**src/rtl/imem_boot_ctrl.sv**
```systemverilog
// Boot sequencer for the instruction memory: loads a word image from a byte
// stream, then hands the memory to the core's fetch port until a reload.
module imem_boot_ctrl #(
    parameter int DEPTH = 64,
    parameter int AW    = 6
) (
    input  logic          clk,
    input  logic          reset,
    input  logic          in_valid_i,
    input  logic [7:0]    in_data_i,
    output logic          in_ready_o,
    input  logic          load_req_i,
    input  logic          fetch_valid_i,
    input  logic [31:0]   fetch_addr_i,
    output logic          fetch_ready_o,
    output logic [31:0]   fetch_data_o,
    output logic          core_stall_o,
    output logic [31:0]   mem_addr_o,
    output logic [31:0]   mem_wdata_o,
    output logic          mem_rw_o,
    input  logic [31:0]   mem_rdata_i,
    output logic          load_done_o,
    output logic [AW:0]   words_loaded_o
);

    typedef enum logic [1:0] {
        S_HEADER = 2'd0,
        S_BYTES  = 2'd1,
        S_WRITE  = 2'd2,
        S_RUN    = 2'd3
    } state_t;

    localparam logic [AW:0] DEPTH_N = (AW+1)'(DEPTH);

    state_t      state_q, state_d;
    logic [AW:0] n_q, n_d;
    logic [AW:0] words_q, words_d;
    logic [1:0]  byte_q, byte_d;
    logic [31:0] asm_q, asm_d;
    logic        done_q, done_d;

    // Only the word-index bits of the fetch address reach the memory.
    logic unused_fetch_bits;
    assign unused_fetch_bits = ^{fetch_addr_i[31:AW+2], fetch_addr_i[1:0]};

    always_ff @(posedge clk or posedge reset) begin
        if (reset) begin
            state_q <= S_HEADER;
            n_q     <= '0;
            words_q <= '0;
            byte_q  <= '0;
            asm_q   <= '0;
            done_q  <= 1'b0;
        end else begin
            state_q <= state_d;
            n_q     <= n_d;
            words_q <= words_d;
            byte_q  <= byte_d;
            asm_q   <= asm_d;
            done_q  <= done_d;
        end
    end

    always_comb begin
        state_d       = state_q;
        n_d           = n_q;
        words_d       = words_q;
        byte_d        = byte_q;
        asm_d         = asm_q;
        in_ready_o    = 1'b0;
        core_stall_o  = 1'b1;
        fetch_ready_o = 1'b0;
        fetch_data_o  = '0;
        mem_rw_o      = 1'b1;
        mem_addr_o    = {{(32-AW){1'b0}}, words_q[AW-1:0]};
        mem_wdata_o   = asm_q;

        case (state_q)
            S_HEADER: begin
                in_ready_o = 1'b1;
                if (in_valid_i) begin
                    // A zero count keeps the resident image and restarts the core.
                    if (in_data_i == 8'd0) begin
                        state_d = S_RUN;
                    end else begin
                        if (32'(in_data_i) > 32'(DEPTH))
                            n_d = DEPTH_N;
                        else
                            n_d = (AW+1)'(in_data_i);
                        words_d = '0;
                        byte_d  = '0;
                        state_d = S_BYTES;
                    end
                end
            end
            S_BYTES: begin
                in_ready_o = 1'b1;
                if (in_valid_i) begin
                    asm_d[{byte_q, 3'b000} +: 8] = in_data_i;
                    byte_d = byte_q + 2'd1;
                    if (byte_q == 2'd3)
                        state_d = S_WRITE;
                end
            end
            S_WRITE: begin
                mem_rw_o = 1'b0;
                words_d  = words_q + (AW+1)'(1);
                state_d  = (words_d == n_q) ? S_RUN : S_BYTES;
            end
            default: begin
                core_stall_o  = 1'b0;
                mem_addr_o    = {{(32-AW){1'b0}}, fetch_addr_i[AW+1:2]};
                fetch_ready_o = fetch_valid_i;
                fetch_data_o  = fetch_valid_i ? mem_rdata_i : 32'd0;
                if (load_req_i)
                    state_d = S_HEADER;
            end
        endcase

        done_d = (state_d == S_RUN) && (state_q != S_RUN);
    end

    assign load_done_o    = done_q;
    assign words_loaded_o = words_q;

endmodule

```
**config.mk**
```make
export PLATFORM = sky130hd
export DESIGN_NAME = imem_boot_ctrl
export DESIGN_NICKNAME = d
export VERILOG_FILES = /design/src/rtl/imem_boot_ctrl.sv
export SDC_FILE = /design/constraint.sdc
export NUM_CORES = 1
export LEC_CHECK = 0
export CORE_ASPECT_RATIO = 0.75
export CORE_MARGIN = 2
export CORE_UTILIZATION = 35
export CTS_BUF_LIST = sky130_fd_sc_hd__clkbuf_4 sky130_fd_sc_hd__clkbuf_8
export CTS_CLUSTER_DIAMETER = 30
export CTS_CLUSTER_SIZE = 24
export DETAILED_ROUTE_END_ITERATION = 6
export PLACE_DENSITY = 0.79
export REMOVE_ABC_BUFFERS = 1
export SLEW_MARGIN = 10
export SYNTH_ARGS = -nofsm -noshare
export SYNTH_HDL_FRONTEND = slang
export SYNTH_SLANG_ARGS = --single-unit
```
**constraint.sdc**
```tcl
create_clock -name clk -period 1.5 [get_ports clk]
set_input_delay 0.3 -clock clk [delete_from_list [all_inputs] [get_ports clk]]
set_output_delay 0.3 -clock clk [all_outputs]
set_load 0.02 [all_outputs]
```
-- Word-level counts from Yosys, hierarchy flattened
Index checks and enable logic that the tools add are counted.
- flip-flop bits (word level): 51
- add/sub/neg operators: 3
- magnitude comparators: 1
- equality and inequality tests: 9
- shift operators: 2
- muxes and demuxes: 23
- bitwise operators: 1
- reduce and logical (&&, ||, !) cells: 11
- operator list (cell ; number):
    two-way mux 32 bit ; 2
    bitwise mux 32 bit ; 1
    variable shift 8 x 7 -> 32 bit, first input constant ; 1
    indexed part select 8 x 7 -> 32 bit ; 1
    two-way mux 7 bit ; 3
    two-way mux 2 bit ; 9
    one-hot mux 7 bit (2 select lines) ; 1
    greater-than comparator 8 x 7 -> 1 bit, second input constant ; 1
    zero test 8 bit ; 1
    != test 2 bit, second input constant ; 4
    adder 7 x 1 -> 7 bit, second input constant ; 1
    equality test 7 bit ; 1
    negator 5 -> 7 bit ; 1
    equality test 2 bit, second input constant ; 3
    two-way mux 6 bit ; 1
    one-hot mux 2 bit (3 select lines) ; 1
    AND reduction 3 bit ; 2
    two-way mux 1 bit ; 4
    one-hot mux 2 bit (2 select lines) ; 1
    AND reduction 4 bit ; 1
    nonzero test 2 bit ; 2
    OR reduction 3 bit ; 1
    adder 2 x 1 -> 2 bit, second input constant ; 1
    equality test 2 x 1 -> 1 bit, second input constant ; 1
    5 further kinds ; 5

-- Longest topological paths before layout
Gate-level depths: netlist (run 1).
- word-level depth: 6
- gate-level depth with buffers: 7
- depth with buffers taken out: 6

-- Worst setup path before layout (run 1)
OpenSTA, ideal clock, no wires.
- path kind: register to register
- start: register words_q[0] (netlist: words_loaded_o[0])
- end: register done_q (netlist: load_done_o)
- arrival: 1.649 ns
- path slack: -0.236 ns
- stages on the path, launching flop included: 7
- path buffers: 0
- clock period less this slack: 1.736 ns
- cells stage by stage: dfrtp_1 ha_1 and3_4 and3_1 xnor2_1 a41oi_2 a211oi_2
- longest elaborated chain between the ends: 6
- ends and longest elaborated chain (item ; line ; text):
    start, declared ; 37 ; logic [AW:0] words_q, words_d;
    start signal, assigned ; 57 ; words_q <= words_d;
    adder 7 x 1 -> 7 bit ; 107 ; words_d = words_q + (AW+1)'(1);
    equality test 7 bit ; 108 ; state_d = (words_d == n_q) ? S_RUN : S_BYTES;
    two-way mux 2 bit ; 108 ;
    one-hot mux 2 bit (3 select lines) ; 78 ; case (state_q)
    equality test 2 bit ; 120 ; done_d = (state_d == S_RUN) && (state_q != S_RUN);
    logical AND 1 bit ; 120 ;
    named net done_d ; 40 ; logic done_q, done_d;
    end signal, assigned ; 60 ; done_q <= done_d;
    end, declared ; 40 ;
The timed path passes the listed nets, and every way through them passes these cells.
A chain may end at the register's enable or synchronous reset.

-- Final worst setup path (run 1)
- start: register words_q[1] (netlist: words_loaded_o[1])
- end: register done_q (netlist: load_done_o)
The elaborated chain is that of the path after synthesis.

==> results of run 1 <==
-- worst register-to-register path, delay by kind of cell, from the launching register on --
kind            cells  cell delay [ps]
compound gates      5              880
flops               1              430
fa+ha+maj           1              200
buf+inv             1              120
-- worst paths after layout --
check                                        from                 to  slack [ps]  cells after the start
max in group asynchronous                   reset          byte_q[0]         880                      3
worst max-delay path            words_loaded_o[1]        load_done_o        -240                      7
worst min register to register     mem_wdata_o[8]     mem_wdata_o[8]         490                      2
worst max register to register  words_loaded_o[1]        load_done_o        -240                      7
worst min-delay path                        reset  words_loaded_o[2]         340                      3
min in group clk                     in_data_i[2]    mem_wdata_o[26]         480                      4
-- power groups by stage --
stage | sequential, uW | combinational (uW) | clock [uW]
global placement | 2340 | 4350 | 0
detailed placement | 2350 | 4490 | 0
floorplan | 2920 | 1700 | 0
finish | 2550 | 5840 | 825
global route | 2620 | 6200 | 876
CTS | 2380 | 5080 | 829
-- timing repair --
action / 4_1_cts / 5_1_grt
pin swaps: 59 / 25
buffers inserted: 13 / 5
hold buffers: 0 / 0
cloned: 5 / 0
setup endpoints to repair: 132 / 95
resized for setup: 426 / 110
-- per-stage QoR --
stage | instance area [sq um] | power (uW) | util | cells | setup slack (ps)
floorplan | 2820 | 4620 | - | 323 | -371
global placement | 4690 | 6690 | 0.559 | 611 | -697
detailed placement | 4690 | 6840 | 0.559 | 611 | -720
CTS | 5260 | 8290 | 0.628 | 637 | -225
global route | 5680 | 9700 | 0.677 | 642 | -274
finish | 5680 | 9210 | 0.677 | 642 | -243
-- sequential cells by signal, indices dropped and copies added (netlist names) --
register,count
byte_q,2
mem_wdata_o,32
words_loaded_o,7
load_done_o,1
n_q,7
state_q,2
-- cell usage in the layout, fill, tap and decap left out, types with 3 or more instances in the layout --
cell             Yosys  routed
mux2_4               0       6
and3_4               1       3
o21ai_2              2      31
xnor2_1              6       3
nand2_2              2      20
buf_12               0       7
conb_1               1      26
buf_4               27      42
nor2_1               5       5
ha_1                 7       4
nand2_1             91      48
xor2_1               5       4
dfrtp_1             51      50
dlygate4sd2_1        0      38
a21oi_1              3       3
nor3b_2              3       3
clkbuf_8             0       5
nor4_4               1       3
o21ai_1             18      18
and2_4               0      32
buf_6                3      62
dlymetal6s2s_1       0       3
nand2_4              0      25
clkdlybuf4s50_1      0      44
xnor2_2              0       3
ha_4                 0       3
a22o_1               3       3
-- per-layer routing --
layer  vias up  GRT usage
met2       154      0.409
met1      1555      0.253
met3        17     0.0375
met4         0     0.0455
met5         -          0
li1       1457          -
-- logic make-up (layout without fill, tap and decap cells) --
family	Yosys count	in the layout
other cells	1	26
xor+xnor	11	11
mux	6	6
flops	51	51
compound gates	66	66
simple gates	150	150
fa+ha+maj	7	7
buf+inv	44	217
-- final cells by class --
class	instances	area (sq um)	share of cell area
Multi-Input combinational cell	266	2090	0.368
Timing Repair Buffer	203	2050	0.361
Sequential cell	51	1280	0.225
Tap cell	108	135	0.0238
Clock buffer	5	68.8	0.0121
Inverter	6	32.5	0.00573
Clock inverter	3	23.8	0.00419
==> results.cfg, run 1 <==
[timing]
skew_ps = 9.24
hold_viol_final = 0
slew_viol_final = 0
holdWs_ps = 338
clock.fmax_mhz = 574
rsz0062_at_grt = yes
fin_crit_ps = 1740
fin_ws_ps = -243
setup_viol = 87
fin_tns_setup_ps = -12160
post-route-period-util = 1.16

[global_routing]
grt_pass1_vias = 3053
grt_pass1_wl_mm = 15.9
grt_use_total = 0.214
gr-total-overflow = 0
antenna_found_initial = 0
grt_max_degree = 52

[synthesis]
synth_edf_count = 0
synth_top_area_share = 0.426
ys_seq_area_frac = 0.426
async_flop_share = 1.00
yosys-top-cells-count = nand2_1, dfrtp_1, and2_1
synth_area_leaders = dfrtp_1, nand2_1, and2_1
yosysMostFrequentCell = nand2_1
synth_simple_gate_area_frac = 0.258
synth-warning-count = 0
synth.avg_cell_area_sq_um = 8.92
syn-cell-area_sq_um = 3000
synth_top_family_by_area = simple AND/OR/NAND/NOR gates
synth_seq_cells = 51
synth_compound_area_frac = 0.131
syn_inst = 336
synth_xor_area_frac = 0.0321
yosys.area.top_type = dfrtp_1
synthAdderAreaFrac = 0.0292
synth_cell_type_count = 42
muxShareOfSynthArea = 0.0225
synth_flop_cell = dfrtp_1

[detailed_routing]
drc_errors = 0
avgViaCountPerCell = 4.96
ant_nets = 0
routed.top_layer = met4
route.vias.total = 3183
first_pass_iters = 4
wl_per_cell_microns = 17.8
wl_met1_mm = 4.17
wl_met2_mm = 6.37
drt_wl_total_mm = 11.4
first_iter_violations = 184
met3_length_microns = 722

[clock_tree]
cts_max_level = 2
clock-sinks = 51
numCtsBuffers = 5
root_buffer = clkbuf_8
cts_tree = built
clkLatencyLatePin_ps = 310
clkTransAtPathRegs_ps = 100
cts_buffer_depth = 2

[power_and_ir_drop]
clockPowerShare = 0.090
sw_frac_of_total = 0.451
p_leak_uw = 0.00278
p_seq_frac = 0.277
power_density_nw_per_um2 = 1620
combPwrFrac = 0.634
internal-power_uw = 5060
vdd_drop_max_v = 0.000740
p_sw_uw = 4150

[cells_and_area]
area_delta_synth_final_pct = 89.4
drive_gt1_frac = 0.506
antenna_cells = 0
nFillCells = 558
final_nets = 617

[placement]
place.gp.congestion = 0.860
hpwl_mm = 7.16
io_buffers = 132

[worst_setup_path]
cp_num_buf_inv = 1
cp_max_fo = 5
critical_path_class = register to register
cp_data_required_time_ps = 1710
cp-start-kind = register
critPathTopFamily = compound AO/OA/AOI/OAI gates
critical_path.max_stage_delay_ps = 430
cp_data_arrival_time_ps = 1950
slowest_stage = dfrtp_1
critPathCaptureType = register
path_cells = ha_4, buf_6, o21ba_2, o21ai_1, a22o_1, a41oi_2, a211oi_2

[floorplan]
core_sq_um = 8380
die_w_microns = 111
die_area_sq_um = 9330
pin_count = 185
initial_core_util = 0.358
num_rows = 29
die_y_microns = 84.2

[outcome]
outcome = complete, but fails checks
failed_checks = negative setup slack

[job]
drv_cap = 0

[min_path]
hold_path_class = input pin to asynchronous set/reset pin
Note: power is estimated with default switching activity, not from simulation.
==> run 2, diff against run 1 <==
--- a/config.mk
+++ b/config.mk
@@ -6,7 +6,6 @@
 export NUM_CORES = 1
 export LEC_CHECK = 0
 export CORE_ASPECT_RATIO = 0.75
-export CORE_MARGIN = 2
 export CORE_UTILIZATION = 35
 export CTS_BUF_LIST = sky130_fd_sc_hd__clkbuf_4 sky130_fd_sc_hd__clkbuf_8
 export CTS_CLUSTER_DIAMETER = 30
==> run 2 against run 1 <==
Net effect:
- clock-buffer cell count is 1 higher
- setup slack gained 16 ps
- combinational power shrank 14%
- die area fell by 4.1%
- design area down 8.7%
- wire length shrank 16%
- sequential cell count unchanged
- clock skew decreased by 6.5 ps
- the run still ends with negative setup slack left
- sequential power shrank 7%
- sequential share of layout area increased by 2.2 points
==> results.cfg, run 2 (same netlist as run 1, synthesis figures left out) <==
[clock_tree]
cts_max_level = 2
clock-sinks = 51
cts_tree = built
hold_buffers = 0
numCtsBuffers = 5
root_buffer = clkbuf_8
clkTransAtPathRegs_ps = 90
cts_buffer_depth = 2
clkLatencyLatePin_ps = 300

[cells_and_area]
final_nets = 609
area_delta_synth_final_pct = 73.0
most-common-layout-cells = nand2_1, buf_6, dfrtp_1
largest_reg_flops = 32
multiInputGateArea_sq_um = 1760
nFillCells = 635
seq_area_sq_um = 1280
final_common_cell = nand2_1
stdcell_count = 630
antenna_cells = 0
drive_gt1_frac = 0.352

[power_and_ir_drop]
power_density_nw_per_um2 = 1580
p_leak_uw = 0.00260
vdd_drop_max_v = 0.000818

[min_path]
hold_path_class = input pin to asynchronous set/reset pin

[worst_setup_path]
critPathCaptureType = output pin
r2r_start = words_loaded_o[1]
r2r-end = state_q[1]
critPathTopFamily = flip-flops
crit_end = mem_addr_o[0]
reg2regPathDepth = 7
cp_data_arrival_time_ps = 1430
cp_max_fo = 8
startpoint = state_q[0]
path_cells = nand2_2, buf_12, mux2_4, buf_6
critical_path_class = register to output pin
cp_data_required_time_ps = 1200
critical_path.max_stage_delay_ps = 450
cp-start-kind = register
slowest_stage = dfrtp_2
cp_num_buf_inv = 2
reg2reg_slack_ps = -190
critical_path_cell_count = 4

[detailed_routing]
drt_wl_total_mm = 9.62
first_iter_violations = 155
drc_errors = 0
route.vias.total = 3036
ant_nets = 0
avgViaCountPerCell = 4.82
first_pass_iters = 4
wl_per_cell_microns = 15.3

[floorplan]
pin_count = 185
core_sq_um = 8090
die_w_microns = 109
num_rows = 28
die_y_microns = 82.2
initial_core_util = 0.370
die_area_sq_um = 8940

[placement]
place.gp.congestion = 0.846
dp.cells = 609
hpwl_mm = 6.85
io_buffers = 132

[timing]
skew_ps = 2.74
holdWs_ps = 271
post-route-period-util = 1.15
fin_tns_setup_ps = -9250
fin_ws_ps = -227
rsz0062_at_grt = yes
setup_viol = 82
fin_crit_ps = 1730
slew_viol_final = 0
clock.fmax_mhz = 579
hold_viol_final = 0

[global_routing]
antenna_found_initial = 0
grt_pass1_wl_mm = 13.5
grt_pass1_vias = 2736
gr-total-overflow = 0
grt_max_degree = 28
grt_use_total = 0.197

[outcome]
outcome = complete, but fails checks
failed_checks = negative setup slack

[job]
drv_cap = 0
==> run 2: changes by cell type in the layout (fill, tap and decap cells not counted), sizes merged <==
cell,previous run,this run
buf,115,106
clkbuf,6,8
clkdlybuf4s15,2,1
clkdlybuf4s50,44,42
clkinv,0,1
clkinvlp,2,0
dlygate4sd2,38,42
dlymetal6s2s,3,2
inv,7,6
==> run 2: worst min-delay path by stage <==
stage / endpoint / slack, ps
4_1_cts: words_loaded_o[5] / 270
3_3_place_gp: mem_wdata_o[16] / 470
5_1_grt: words_loaded_o[5] / 290
3_5_place_dp: mem_wdata_o[1] / 470
6_report: load_done_o / 270
2_1_floorplan: state_q[1] / 410
==> run 2: final cells by class <==
cell class,instances,area share
clock buffers,6,0.0159
flip-flops and latches,51,0.247
repair buffers,195,0.365
inverters,6,0.00627
multi-input cells,266,0.340
clock inverters,1,0.000965
well taps,105,0.0253
==> run 2: per-stage QoR <==
stage	cell area, sq um	worst slack, ps	util	power [uW]
floorplan	2820	-371	-	4620
global placement	4710	-691	0.583	6720
detailed placement	4710	-714	0.583	6860
CTS	4700	-243	0.581	7480
global route	5180	-303	0.641	8730
finish	5180	-227	0.641	8210
==> run 2: what timing repair did <==
| item | CTS | global route |
|---|---|---|
| buffers inserted | 2 | 9 |
| gates resized for setup | 260 | 143 |
| setup endpoints to repair | 128 | 88 |
| gates cloned | 0 | 4 |
| pin swaps | 6 | 10 |
==> run 2: report_power, final <==
part / internal [uW] / switching, uW / total (uW)
combinational: 2320 / 2720 / 5040
clock: 363 / 454 / 817
sequential: 1950 / 410 / 2360
==> run 2: metal layers <==
metal,GRT usage,part of all wire,up-vias,routed length [microns]
met5,0,0,-,0
li1,-,-,1439,-
met3,0.0392,0.085,20,813
met4,0.0473,0.014,0,133
met2,0.364,0.51,137,4940
met1,0.236,0.39,1440,3740
